### config.mk
export PLATFORM = sky130hd
export DESIGN_NAME = uart_tx_arbiter
export DESIGN_NICKNAME = d
export VERILOG_FILES = /design/src/rtl/uart_tx_arbiter.sv
export SDC_FILE = /design/constraint.sdc
export NUM_CORES = 1
export LEC_CHECK = 0
export ABC_CLOCK_PERIOD_IN_PS = 2300
export CORE_MARGIN = 4
export CORE_UTILIZATION = 45
export DETAILED_ROUTE_END_ITERATION = 10
export GPL_ROUTABILITY_DRIVEN = 0
export PLACE_DENSITY = 0.74
export SYNTH_ARGS = -nofsm -noshare
export SYNTH_HDL_FRONTEND = slang
export SYNTH_SLANG_ARGS = --single-unit
### constraint.sdc
create_clock -name clk -period 2.3 [get_ports clk]
set_clock_uncertainty 0.1 [all_clocks]
set_input_delay 0.46 -clock clk [delete_from_list [all_inputs] [get_ports clk]]
set_output_delay 0.46 -clock clk [all_outputs]
set_load 0.02 [all_outputs]
### src/rtl/uart_tx_arbiter.sv
// -----------------------------------------------------------------------------
// uart_tx_arbiter
//
// Shares one UART transmitter byte interface between NUM_REQ byte-message
// sources. Arbitration happens once per message: the winning source keeps
// the transmitter until it hands over a byte flagged as last, or until it
// stays silent for TIMEOUT_CYC cycles in the middle of a message, in which
// case the message is aborted. An optional gap of GAP_CYC idle cycles
// follows every completed message before the next arbitration.
//
// Build option:
//   UART_TX_ARB_FIXED_PRIO_EN  defined   -> fixed priority, lowest index wins
//                              undefined -> round-robin between messages
//
// Ports:
//   clk       system clock
//   reset     asynchronous, active-high reset
//   req       per-source byte valid
//   req_data  byte of source i on [8i+7:8i]
//   req_last  marks the presented byte as the final one of its message
//   req_ack   one-cycle pulse: byte of source i accepted by the transmitter
//   tx_data   byte to the UART transmitter
//   tx_valid  tx_data valid
//   tx_ready  transmitter can take a byte
//   grant_id  current / most recently granted source
//   busy      high whenever the arbiter is not idle
//   abort     one-cycle pulse when a locked message times out
// -----------------------------------------------------------------------------
module uart_tx_arbiter #(
    parameter int NUM_REQ     = 3,
    parameter int TIMEOUT_CYC = 1024,
    parameter int GAP_CYC     = 0
) (
    input  logic                                             clk,
    input  logic                                             reset,
    input  logic [NUM_REQ-1:0]                               req,
    input  logic [8*NUM_REQ-1:0]                             req_data,
    input  logic [NUM_REQ-1:0]                               req_last,
    output logic [NUM_REQ-1:0]                               req_ack,
    output logic [7:0]                                       tx_data,
    output logic                                             tx_valid,
    input  logic                                             tx_ready,
    output logic [((NUM_REQ > 1) ? $clog2(NUM_REQ) : 1)-1:0] grant_id,
    output logic                                             busy,
    output logic                                             abort
);

    localparam int IDW = (NUM_REQ > 1) ? $clog2(NUM_REQ) : 1;
    localparam int TCW = (TIMEOUT_CYC > 1) ? $clog2(TIMEOUT_CYC) : 1;
    localparam int GCW = (GAP_CYC > 1) ? $clog2(GAP_CYC) : 1;

    localparam logic [TCW-1:0] TIMEOUT_LAST = TCW'(TIMEOUT_CYC - 1);
    localparam logic [GCW-1:0] GAP_LAST     = GCW'((GAP_CYC > 0) ? GAP_CYC - 1 : 0);
    localparam logic [IDW:0]   NUM_REQ_W    = (IDW + 1)'(NUM_REQ);
    localparam logic [IDW-1:0] LAST_ID      = IDW'(NUM_REQ - 1);

    typedef enum logic [1:0] {
        IDLE,
        SEND,
        NEXT,
        GAP
    } stateT;

    stateT           state;
    logic [IDW-1:0]  rrPtr;
    logic            lastQ;
    logic            nextArmed;   // low during the first NEXT cycle
    logic [TCW-1:0]  timeoutCnt;
    logic [GCW-1:0]  gapCnt;

    logic [7:0]      reqByte [NUM_REQ];
    logic [IDW:0]    candSum [NUM_REQ];
    logic [IDW-1:0]  candIdx [NUM_REQ];
    logic [IDW-1:0]  winner;
    logic [IDW-1:0]  rrPtrAdv;

    // Per-source byte lanes and the rotated scan order starting at rrPtr.
    genvar gi;
    generate
        for (gi = 0; gi < NUM_REQ; gi++) begin : g_req
            assign reqByte[gi] = req_data[8*gi +: 8];
            assign candSum[gi] = {1'b0, rrPtr} + (IDW + 1)'(gi);
            assign candIdx[gi] = (candSum[gi] >= NUM_REQ_W) ? IDW'(candSum[gi] - NUM_REQ_W)
                                                            : IDW'(candSum[gi]);
        end
    endgenerate

    // Scan from the farthest candidate back to rrPtr so the nearest set
    // request after rrPtr is the one left in winner. With rrPtr pinned at 0
    // this is plain lowest-index priority.
    always_comb begin
        winner = '0;
        for (int k = NUM_REQ - 1; k >= 0; k--) begin
            if (req[candIdx[k]]) begin
                winner = candIdx[k];
            end
        end
    end

`ifdef UART_TX_ARB_FIXED_PRIO_EN
    assign rrPtrAdv = '0;
`else
    assign rrPtrAdv = (grant_id == LAST_ID) ? '0 : grant_id + 1'b1;
`endif

    always_ff @(posedge clk or posedge reset) begin
        if (reset) begin
            state      <= IDLE;
            rrPtr      <= '0;
            lastQ      <= 1'b0;
            nextArmed  <= 1'b0;
            timeoutCnt <= '0;
            gapCnt     <= '0;
            tx_data    <= '0;
            tx_valid   <= 1'b0;
            req_ack    <= '0;
            grant_id   <= '0;
            busy       <= 1'b0;
            abort      <= 1'b0;
        end else begin
            // Pulse outputs default low every cycle.
            req_ack <= '0;
            abort   <= 1'b0;

            case (state)
                IDLE: begin
                    if (|req) begin
                        tx_data  <= reqByte[winner];
                        lastQ    <= req_last[winner];
                        grant_id <= winner;
                        tx_valid <= 1'b1;
                        busy     <= 1'b1;
                        state    <= SEND;
                    end
                end

                SEND: begin
                    if (tx_valid && tx_ready) begin
                        tx_valid          <= 1'b0;
                        req_ack[grant_id] <= 1'b1;
                        if (lastQ) begin
                            rrPtr <= rrPtrAdv;
                            if (GAP_CYC > 0) begin
                                gapCnt <= '0;
                                state  <= GAP;
                            end else begin
                                busy  <= 1'b0;
                                state <= IDLE;
                            end
                        end else begin
                            timeoutCnt <= '0;
                            nextArmed  <= 1'b0;
                            state      <= NEXT;
                        end
                    end
                end

                NEXT: begin
                    // The source still shows the just-acked byte during the
                    // ack cycle, so the first NEXT cycle never accepts.
                    if (nextArmed && req[grant_id]) begin
                        tx_data  <= reqByte[grant_id];
                        lastQ    <= req_last[grant_id];
                        tx_valid <= 1'b1;
                        state    <= SEND;
                    end else if (timeoutCnt == TIMEOUT_LAST) begin
                        abort <= 1'b1;
                        rrPtr <= rrPtrAdv;
                        busy  <= 1'b0;
                        state <= IDLE;
                    end else begin
                        timeoutCnt <= timeoutCnt + 1'b1;
                        nextArmed  <= 1'b1;
                    end
                end

                GAP: begin
                    if (gapCnt == GAP_LAST) begin
                        busy  <= 1'b0;
                        state <= IDLE;
                    end else begin
                        gapCnt <= gapCnt + 1'b1;
                    end
                end

                default: begin
                    tx_valid <= 1'b0;
                    busy     <= 1'b0;
                    state    <= IDLE;
                end
            endcase
        end
    end

endmodule

# == After elaboration in Yosys (flattened, before gate mapping) ==
# Cells that the tools add are included.
# Widths: inputs -> output; s select.
# classes
bitwise_logic,2
addsub,8
eq_ne,15
reduce_logical,15
mux,71
magnitude_cmp,11
# op_table
cell,count
$mux 8,6
$mux 10,4
$mux 2,17
$bmux 8 s2,2
$mux 1,25
$pmux 10 s2,1
$ne 2x2->1 const B,9
$pmux 8 s2,1
$lt 2x3->1 const B,5
$bmux 1 s2,6
$add 10x1->10 const B,1
$eq 10x10->1 const B,1
$reduce_and 5->1,2
$pmux 2 s4,1
$reduce_and 4->1,2
$eq 2x2->1 const B,3
$ge 3x2->1 const B,2
$ge 3x3->1 const B,2
$mux 3,2
$not 2->3,2
$reduce_and 6->1,1
$sub 2x2->2 const B,3
$pmux 1 s2,2
$pmux 1 s4,1
other kinds (18),21
# totals
inputBits,33
out_inout_bits,16
ff_bits,33

# == Depth between registers and ports, before layout ==
# Gate-level depths: netlist of run 1.
# depth
ltp_word,14
mapped_depth,10
ltp_nobuf,7

# == Worst setup path after synthesis of run 1 ==
# No wires, ideal clock.
# synth_path
path_kind,register -> register
start,register rrPtr[1]
end,register lastQ
setup_time_ps,130
arrival_ps,2069
n_path_buf,3
stages_incl_launch_ff,11
path_slack_ps,1
t_required_ps,2070
cell_sequence,dfrtp_1 inv_1 ha_1 buf_6 mux2_4 o32a_1 buf_6 a21o_1 buf_6 a211oi_1 a211oi_1
# synth_between
elab_chain_cells,12
word_cells_on_any_way,24
cone_classes,add/sub: 5; order compare: 3; mux: 16
# synth_lines
element,line_no,source
start: declaration,65,logic [IDW-1:0] rrPtr;
start signal: assignment,142,rrPtr <= rrPtrAdv;
start signal: assignment,168,rrPtr <= rrPtrAdv;
$add 2x2->3,82,"assign candSum[gi] = {1'b0, rrPtr} + (IDW + 1)'(gi);"
$ge 3x2->1 / $sub 2x2->2 (equally long branches),83,assign candIdx[gi] = (candSum[gi] >= NUM_REQ_W) ? IDW'(candSum[gi] - NUM_REQ_W)
$mux 2,83,
$bmux 1 s2,94,if (req[candIdx[k]]) begin
$mux 1 (implied by the code),94,
$mux 2 (2 in a row),94,
$mux 2 (*),94,
$bmux 1 s2 (*),129,lastQ <= req_last[winner];
$mux 1 (implied by the code) (*),129,
$mux 1 (*),127,if (|req) begin
$pmux 1 s2 (*),125,case (state)
end signal: assignment,129,
end signal: assignment,163,lastQ <= req_last[grant_id];
end: declaration,66,logic lastQ;
# Every way passes the cells marked *; elsewhere a longest branch is shown, timed or not. The select of a mux whose other input is x is not followed.
# A chain may end at the register's enable or synchronous reset.

# == Final worst setup path of run 1 ==
# layout_path
start,register rrPtr[1]
end,register tx_data[3]
# layout_between
elab_chain_cells,14
word_cells_on_any_way,26
cone_classes,add/sub: 5; order compare: 3; mux: 17; bitwise: 1
# layout_lines
element,line_no,source
$add 2x2->3,82,
$ge 3x2->1 / $sub 2x2->2 (equally long branches),83,
$mux 2,83,
$bmux 1 s2,94,
$mux 1 (implied by the code),94,
$mux 2 (2 in a row),94,
$mux 2 (*),94,
$not 2->3 (implied by the code) (*),128,tx_data <= reqByte[winner];
$bmux 8 s2 (*),128,
$mux 8 (implied by the code) (*) (2 in a row),128,
$mux 8 (*),127,
$pmux 8 s2 (*),125,
end signal: assignment,128,
end signal: assignment,162,tx_data <= reqByte[grant_id];
end: declaration,40,"output logic [7:0] tx_data,"
# Marked as above.

==> impl_metrics.env, run 1 <==
export IMPL_io_buffers=48
export IMPL_cts_buffers_inserted=5
export IMPL_synth_warnings=0
export IMPL_path_max_fanout=5
export IMPL_crit_path_end="tx_data[3]"
export IMPL_cts_root_buf="clkbuf_8"
export IMPL_yosysTopAreaCell="dfrtp_1"
export IMPL_synth_edff_count=0
export IMPL_vdd_drop_max_v=0.0006248
export IMPL_synth_avg_cell_area_um2=8.331
export IMPL_maxCapViolCount=0
export IMPL_critPathKind="reg2reg"
export IMPL_num_fill_cells=434
export IMPL_synth_main_ff_cell="dfrtp_1"
export IMPL_routedWlPerCell_um=15.96
export IMPL_rsz0062_at_grt="yes"
export IMPL_final_area_um2=3186
export IMPL_synth_cells=281
export IMPL_rr_startpoint="rrPtr[1]"
export IMPL_pre_cts_ws_ns=-0.5978
export IMPL_endpoint_kind="flip-flop"
export IMPL_hold_violations=0
export IMPL_antenna_found_initial=0
export IMPL_tightest_slew_ns=0.4495
export IMPL_ys_seq_area_share_pct=34.21
export IMPL_dieArea_um2=6420
export IMPL_worst_slack_ns=0.04919
export IMPL_r2r_cells=7
export IMPL_clkTransAtPathRegs_ns=0.07
export IMPL_drcViolationCount=0
export IMPL_clock_path_buffers=2
export IMPL_cp_startpoint="rrPtr[1]"
export IMPL_final_nets=380
export IMPL_cts_tree="done"
export IMPL_vias=2435
export IMPL_synth_area_um2=2341
export IMPL_n_antenna_cell=0
export IMPL_rows=25
export IMPL_startpoint_type="flip-flop"
export IMPL_clkLatencyLatePin_ns=0.29
export IMPL_post_place_cells=400
export IMPL_start_util_pct=47.97
export IMPL_area_growth_pct=36.08
export IMPL_critPathArrivalTime_ns=2.31
export IMPL_yosys_top_cells_area="dfrtp_1 34%, a211oi_1 9.3%, mux2i_1 5.6%"
export IMPL_setup_viol=0
export IMPL_synth_async_reset_ratio_pct=100.0
export IMPL_synth_top_cell_area_share_pct=34.21
export IMPL_synthesis_nets=318
export IMPL_static_leakage_power_nw=1.324
export IMPL_drtAntennaViolNets=0
export IMPL_maxSlewViolCount=0
export IMPL_grt_max_degree=33
export IMPL_grtUsageTotal_pct=21.35
export IMPL_whs_ns=0.4240
export IMPL_place_area_um2=2980
export IMPL_ys_ff_latch=32
export IMPL_grt_pass1_vias=2375
export IMPL_fin_tns_setup_ns=0
export IMPL_drive_gt1_share_pct=16.62
export IMPL_dp_hpwl_um=4750
export IMPL_holdPathStages=1
export IMPL_core_area_um2=4880
export IMPL_crit_required_ns=2.36
export IMPL_power_density_nw_per_um2=1167
export IMPL_worstHoldPathType="reg2reg"
export IMPL_dr_pass1_iters=4
export IMPL_dieHeight_um=80.13
export IMPL_fin_crit_ns=2.251
export IMPL_via_per_inst=5.939
export IMPL_htreeDepth=2
export IMPL_drtIter0Drc=121
export IMPL_fin_cells=410
export IMPL_status="complete, no violations"
export IMPL_io_pins=49
export IMPL_die_x_um=80.13
export IMPL_grt_ovfl_total=0
export IMPL_worst_r2r_setup_slack_ns=0.05
export IMPL_max_freq_mhz=444.3
export IMPL_cts_sinks=32
export IMPL_period_share_pct=97.86
export IMPL_wl_um=6542
export IMPL_grt_pass1_wl_um=10780
export IMPL_relSlewSlack_pct=69.75
export IMPL_synth_cell_types=46
export IMPL_rr_endpoint="tx_data[3]"
export IMPL_ctsHoldBuffers=0
==> cells by family (layout without fill, tap and decap cells) <==
group           Yosys count  in the layout  share of synthesized area [%]
compound gates          114            115                          32.82
buf+inv                  36             97                          7.055
fa+ha+maj                 4              4                          2.138
mux                      17             17                          7.642
simple gates             78             78                          16.14
flops                    32             32                          34.21
==> report_power, final <==
part           internal (mW)  switching [mW]
sequential             0.744           0.170
combinational           1.07            1.27
clock                  0.266           0.201
==> placed cells by master, fill, tap and decap left out, drive strengths merged, types with 2 or more instances in the layout <==
cell type,n
clkdlybuf4s50,47
dfrtp,32
nor2,29
a211oi,29
buf,26
o21ai,25
a21oi,21
nand2,17
inv,16
mux2i,13
a2bb2oi,9
o21bai,9
clkbuf,7
nand3,6
and2,5
a21o,5
nor2b,4
nand3b,4
mux2,4
ha,4
nor4,3
a31oi,3
or2,2
nand2b,2
==> Yosys cell counts (2+ instances only) <==
master / n
nor2b_1: 4
inv_1: 16
or2_2: 2
buf_2: 6
mux2i_1: 13
a31oi_1: 2
a21o_1: 4
ha_1: 4
mux2_2: 3
nand3b_1: 4
buf_6: 3
a2bb2oi_1: 9
a211oi_1: 29
nor2_1: 29
clkbuf_1: 11
a21oi_1: 21
o21bai_1: 9
and2_1: 5
o21ai_0: 25
nor4_1: 3
dfrtp_1: 32
nand3_1: 6
nand2_1: 17
nand2b_1: 2
==> layout make-up <==
| type | count | area [um2] | area share [%] |
|---|---|---|---|
| Clock buffer | 7 | 96.34 | 3.024 |
| Timing Repair Buffer | 74 | 674.4 | 21.17 |
| Tap cell | 67 | 83.83 | 2.632 |
| Multi-Input combinational cell | 214 | 1470 | 46.15 |
| Inverter | 16 | 60.06 | 1.885 |
| Sequential cell | 32 | 800.8 | 25.14 |
==> per-stage QoR <==
stage          util, %  total power [mW]
2_1_floorplan        -             2.349
3_3_place_gp     61.08             2.976
3_5_place_dp     61.08             3.014
4_1_cts          64.00             3.573
5_1_grt          65.28             3.969
6_report         65.28             3.716
==> registers in the layout, indices dropped and copies added, names as in the netlist, 2 cells and up <==
| name | flops |
|---|---|
| req_ack | 3 |
| state | 2 |
| rrPtr | 2 |
| tx_data | 8 |
| grant_id | 2 |
| timeoutCnt | 10 |
==> what timing repair did <==
action                     4_1_cts  5_1_grt
resized for setup               11        9
pin swaps                        2        2
setup endpoints to repair        9       19
cloned                           0        1
buffers inserted                 0        2
==> routing by layer <==
layer	vias up	wire length [um]	track usage, %
met4	0	127	8.277
met1	1182	2828	25.93
li1	1160	-	-
met3	12	311	3.587
met5	-	0	0
met2	81	3275	37.42
==> worst min path at each step <==
stage | end | start | slack, ns
2_1_floorplan | timeoutCnt[8] | timeoutCnt[8] | 0.37
3_3_place_gp | timeoutCnt[8] | timeoutCnt[8] | 0.40
3_5_place_dp | timeoutCnt[8] | timeoutCnt[8] | 0.42
4_1_cts | timeoutCnt[8] | timeoutCnt[8] | 0.43
5_1_grt | timeoutCnt[8] | timeoutCnt[8] | 0.47
6_report | timeoutCnt[8] | timeoutCnt[8] | 0.42
==> critical path, cell delays in order, from the launching register on <==
cell	delay [ns]
dfrtp_1	0.40
inv_1	0.09
ha_2	0.19
mux2_4	0.30
o32a_1	0.36
a21o_4	0.28
a211oi_2	0.29
a211oi_1	0.11
(Power assumes the default switching activity.)
==> run 2: changes to the inputs <==
- CORE_ASPECT_RATIO: default -> 1.5
==> impl_metrics.env, run 2 (same netlist as run 1, synthesis figures left out) <==
export IMPL_antenna_found_initial=0
export IMPL_crit_required_ns=1.74
export IMPL_startpoint_type="flip-flop"
export IMPL_reg_largest_list="timeoutCnt x10, tx_data x8, req_ack x3"
export IMPL_drtAntennaViolNets=0
export IMPL_clkTransAtPathRegs_ns=0.07
export IMPL_final_common_cell="clkdlybuf4s50_1"
export IMPL_clkLatencyLatePin_ns=0.28
export IMPL_clock_path_buffers=2
export IMPL_grt_pass1_wl_um=10340
export IMPL_seq_power_share_pct=24.2
export IMPL_p_comb_share_pct=65.1
export IMPL_routedWlPerCell_um=15.33
export IMPL_grt_ovfl_total=0
export IMPL_rows=31
export IMPL_tightest_slew_ns=0.6087
export IMPL_io_pins=49
export IMPL_die_x_um=66.89
export IMPL_ctsHoldBuffers=0
export IMPL_dp_hpwl_um=4760
export IMPL_area_growth_pct=39.98
export IMPL_critPathKind="reg2out"
export IMPL_start_util_pct=47.52
export IMPL_grt_max_degree=33
export IMPL_p_switching_mw=1.710
export IMPL_endpoint_kind="output port"
export IMPL_status="complete, no violations"
export IMPL_cts_buffers_inserted=5
export IMPL_dr_pass1_iters=4
export IMPL_post_place_cells=401
export IMPL_static_leakage_power_nw=1.331
export IMPL_grtUsageTotal_pct=20.57
export IMPL_max_freq_mhz=449.8
export IMPL_n_antenna_cell=0
export IMPL_period_share_pct=96.67
export IMPL_fin_cells=410
export IMPL_io_buffers=48
export IMPL_cts_tree="done"
export IMPL_drive_gt1_share_pct=19.77
export IMPL_worst_slack_ns=0.07656
export IMPL_path_max_fanout=10
export IMPL_wl_um=6285
export IMPL_grt_pass1_vias=2312
export IMPL_fin_crit_ns=2.223
export IMPL_drtIter0Drc=115
export IMPL_cellInternalPower_mw=2.089
export IMPL_power_mw=3.799
export IMPL_layout_common_cells="48 x clkdlybuf4s50_1, 32 x dfrtp_1, 29 x nor2_1"
export IMPL_htreeDepth=2
export IMPL_final_nets=381
export IMPL_setup_viol=0
export IMPL_cts_sinks=32
export IMPL_via_per_inst=5.700
export IMPL_vdd_drop_max_v=0.0009455
export IMPL_power_density_nw_per_um2=1159
export IMPL_critPathArrivalTime_ns=1.66
export IMPL_p_clk_share_pct=10.7
export IMPL_maxCapViolCount=0
export IMPL_relSlewSlack_pct=59.34
export IMPL_vias=2337
export IMPL_num_fill_cells=404
export IMPL_largest_register="timeoutCnt"
export IMPL_worstHoldPathType="reg2reg"
export IMPL_hold_violations=0
export IMPL_maxSlewViolCount=0
export IMPL_drcViolationCount=0
export IMPL_p_sw_share_pct=45.02
export IMPL_cts_root_buf="clkbuf_8"
export IMPL_pre_cts_ws_ns=-0.4460
export IMPL_core_area_um2=4926
export IMPL_dieArea_um2=6444
export IMPL_dieHeight_um=96.34
export IMPL_largest_register_ffs=10
==> run 2: final cells by class <==
class / count / area [um2] / area share [%]
multi-input combinational: 214 / 1565 / 47.77
sequential: 32 / 800.8 / 24.44
timing repair buffer: 75 / 690.7 / 21.08
tap: 66 / 82.58 / 2.520
clock buffer: 6 / 72.57 / 2.215
inverter: 16 / 60.06 / 1.833
clock inverter: 1 / 5.005 / 0.1527
==> run 2: what timing repair did <==
item,4_1_cts,5_1_grt
gates resized for setup,13,26
endpoints found under the setup margin,9,19
buffers inserted,0,1
pin swaps,0,2
cloned,0,1
==> run 2: power by group through the flow <==
stage	Combinational (mW)	Sequential (mW)	Clock, mW
after floorplan	1.36	0.994	0
after global placement	2.03	0.914	0
after detailed placement	2.06	0.919	0
after CTS	2.19	0.915	0.414
after global routing	2.69	0.948	0.439
final	2.47	0.920	0.405
==> run 2: metrics by stage <==
step / setup TNS [ns] / area [um2] / hold WS (ns) / util, %
4_1_cts: 0 / 3133 / 0.4302 / 63.60
5_1_grt: -0.005463 / 3277 / 0.4803 / 66.52
3_3_place_gp: -3.824 / 2994 / 0.4030 / 60.78
2_1_floorplan: 0 / 2341 / 0.3744 / -
6_report: 0 / 3277 / 0.4281 / 66.52
3_5_place_dp: -5.204 / 2994 / 0.4216 / 60.78
==> run 2: final timing paths <==
check	start	end	slack, ns	depth (start not counted)
setup / recovery	grant_id[0]	grant_id[0]	0.08	2
hold / removal	timeoutCnt[8]	timeoutCnt[8]	0.43	1
setup reg to reg	rrPtr[1]	tx_data[0]	0.08	7
hold reg to reg	timeoutCnt[8]	timeoutCnt[8]	0.43	1
max in group asynchronous	reset	abort	1.34	3
min in group asynchronous	reset	tx_data[3]	0.46	3
==> run 2: critical path, cell delays in order (launching register included) <==
cell	delay, ns
dfrtp_1	0.48
buf_4	0.27
clkdlybuf4s50_1	0.64
==> run 2: metal layers <==
metal	part of all wire [%]	GRT usage, %	vias up
li1	-	-	1155
met1	41	23.44	1100
met2	53	37.33	69
met3	4.6	4.206	13
met4	2.0	7.276	0
met5	0	0	-
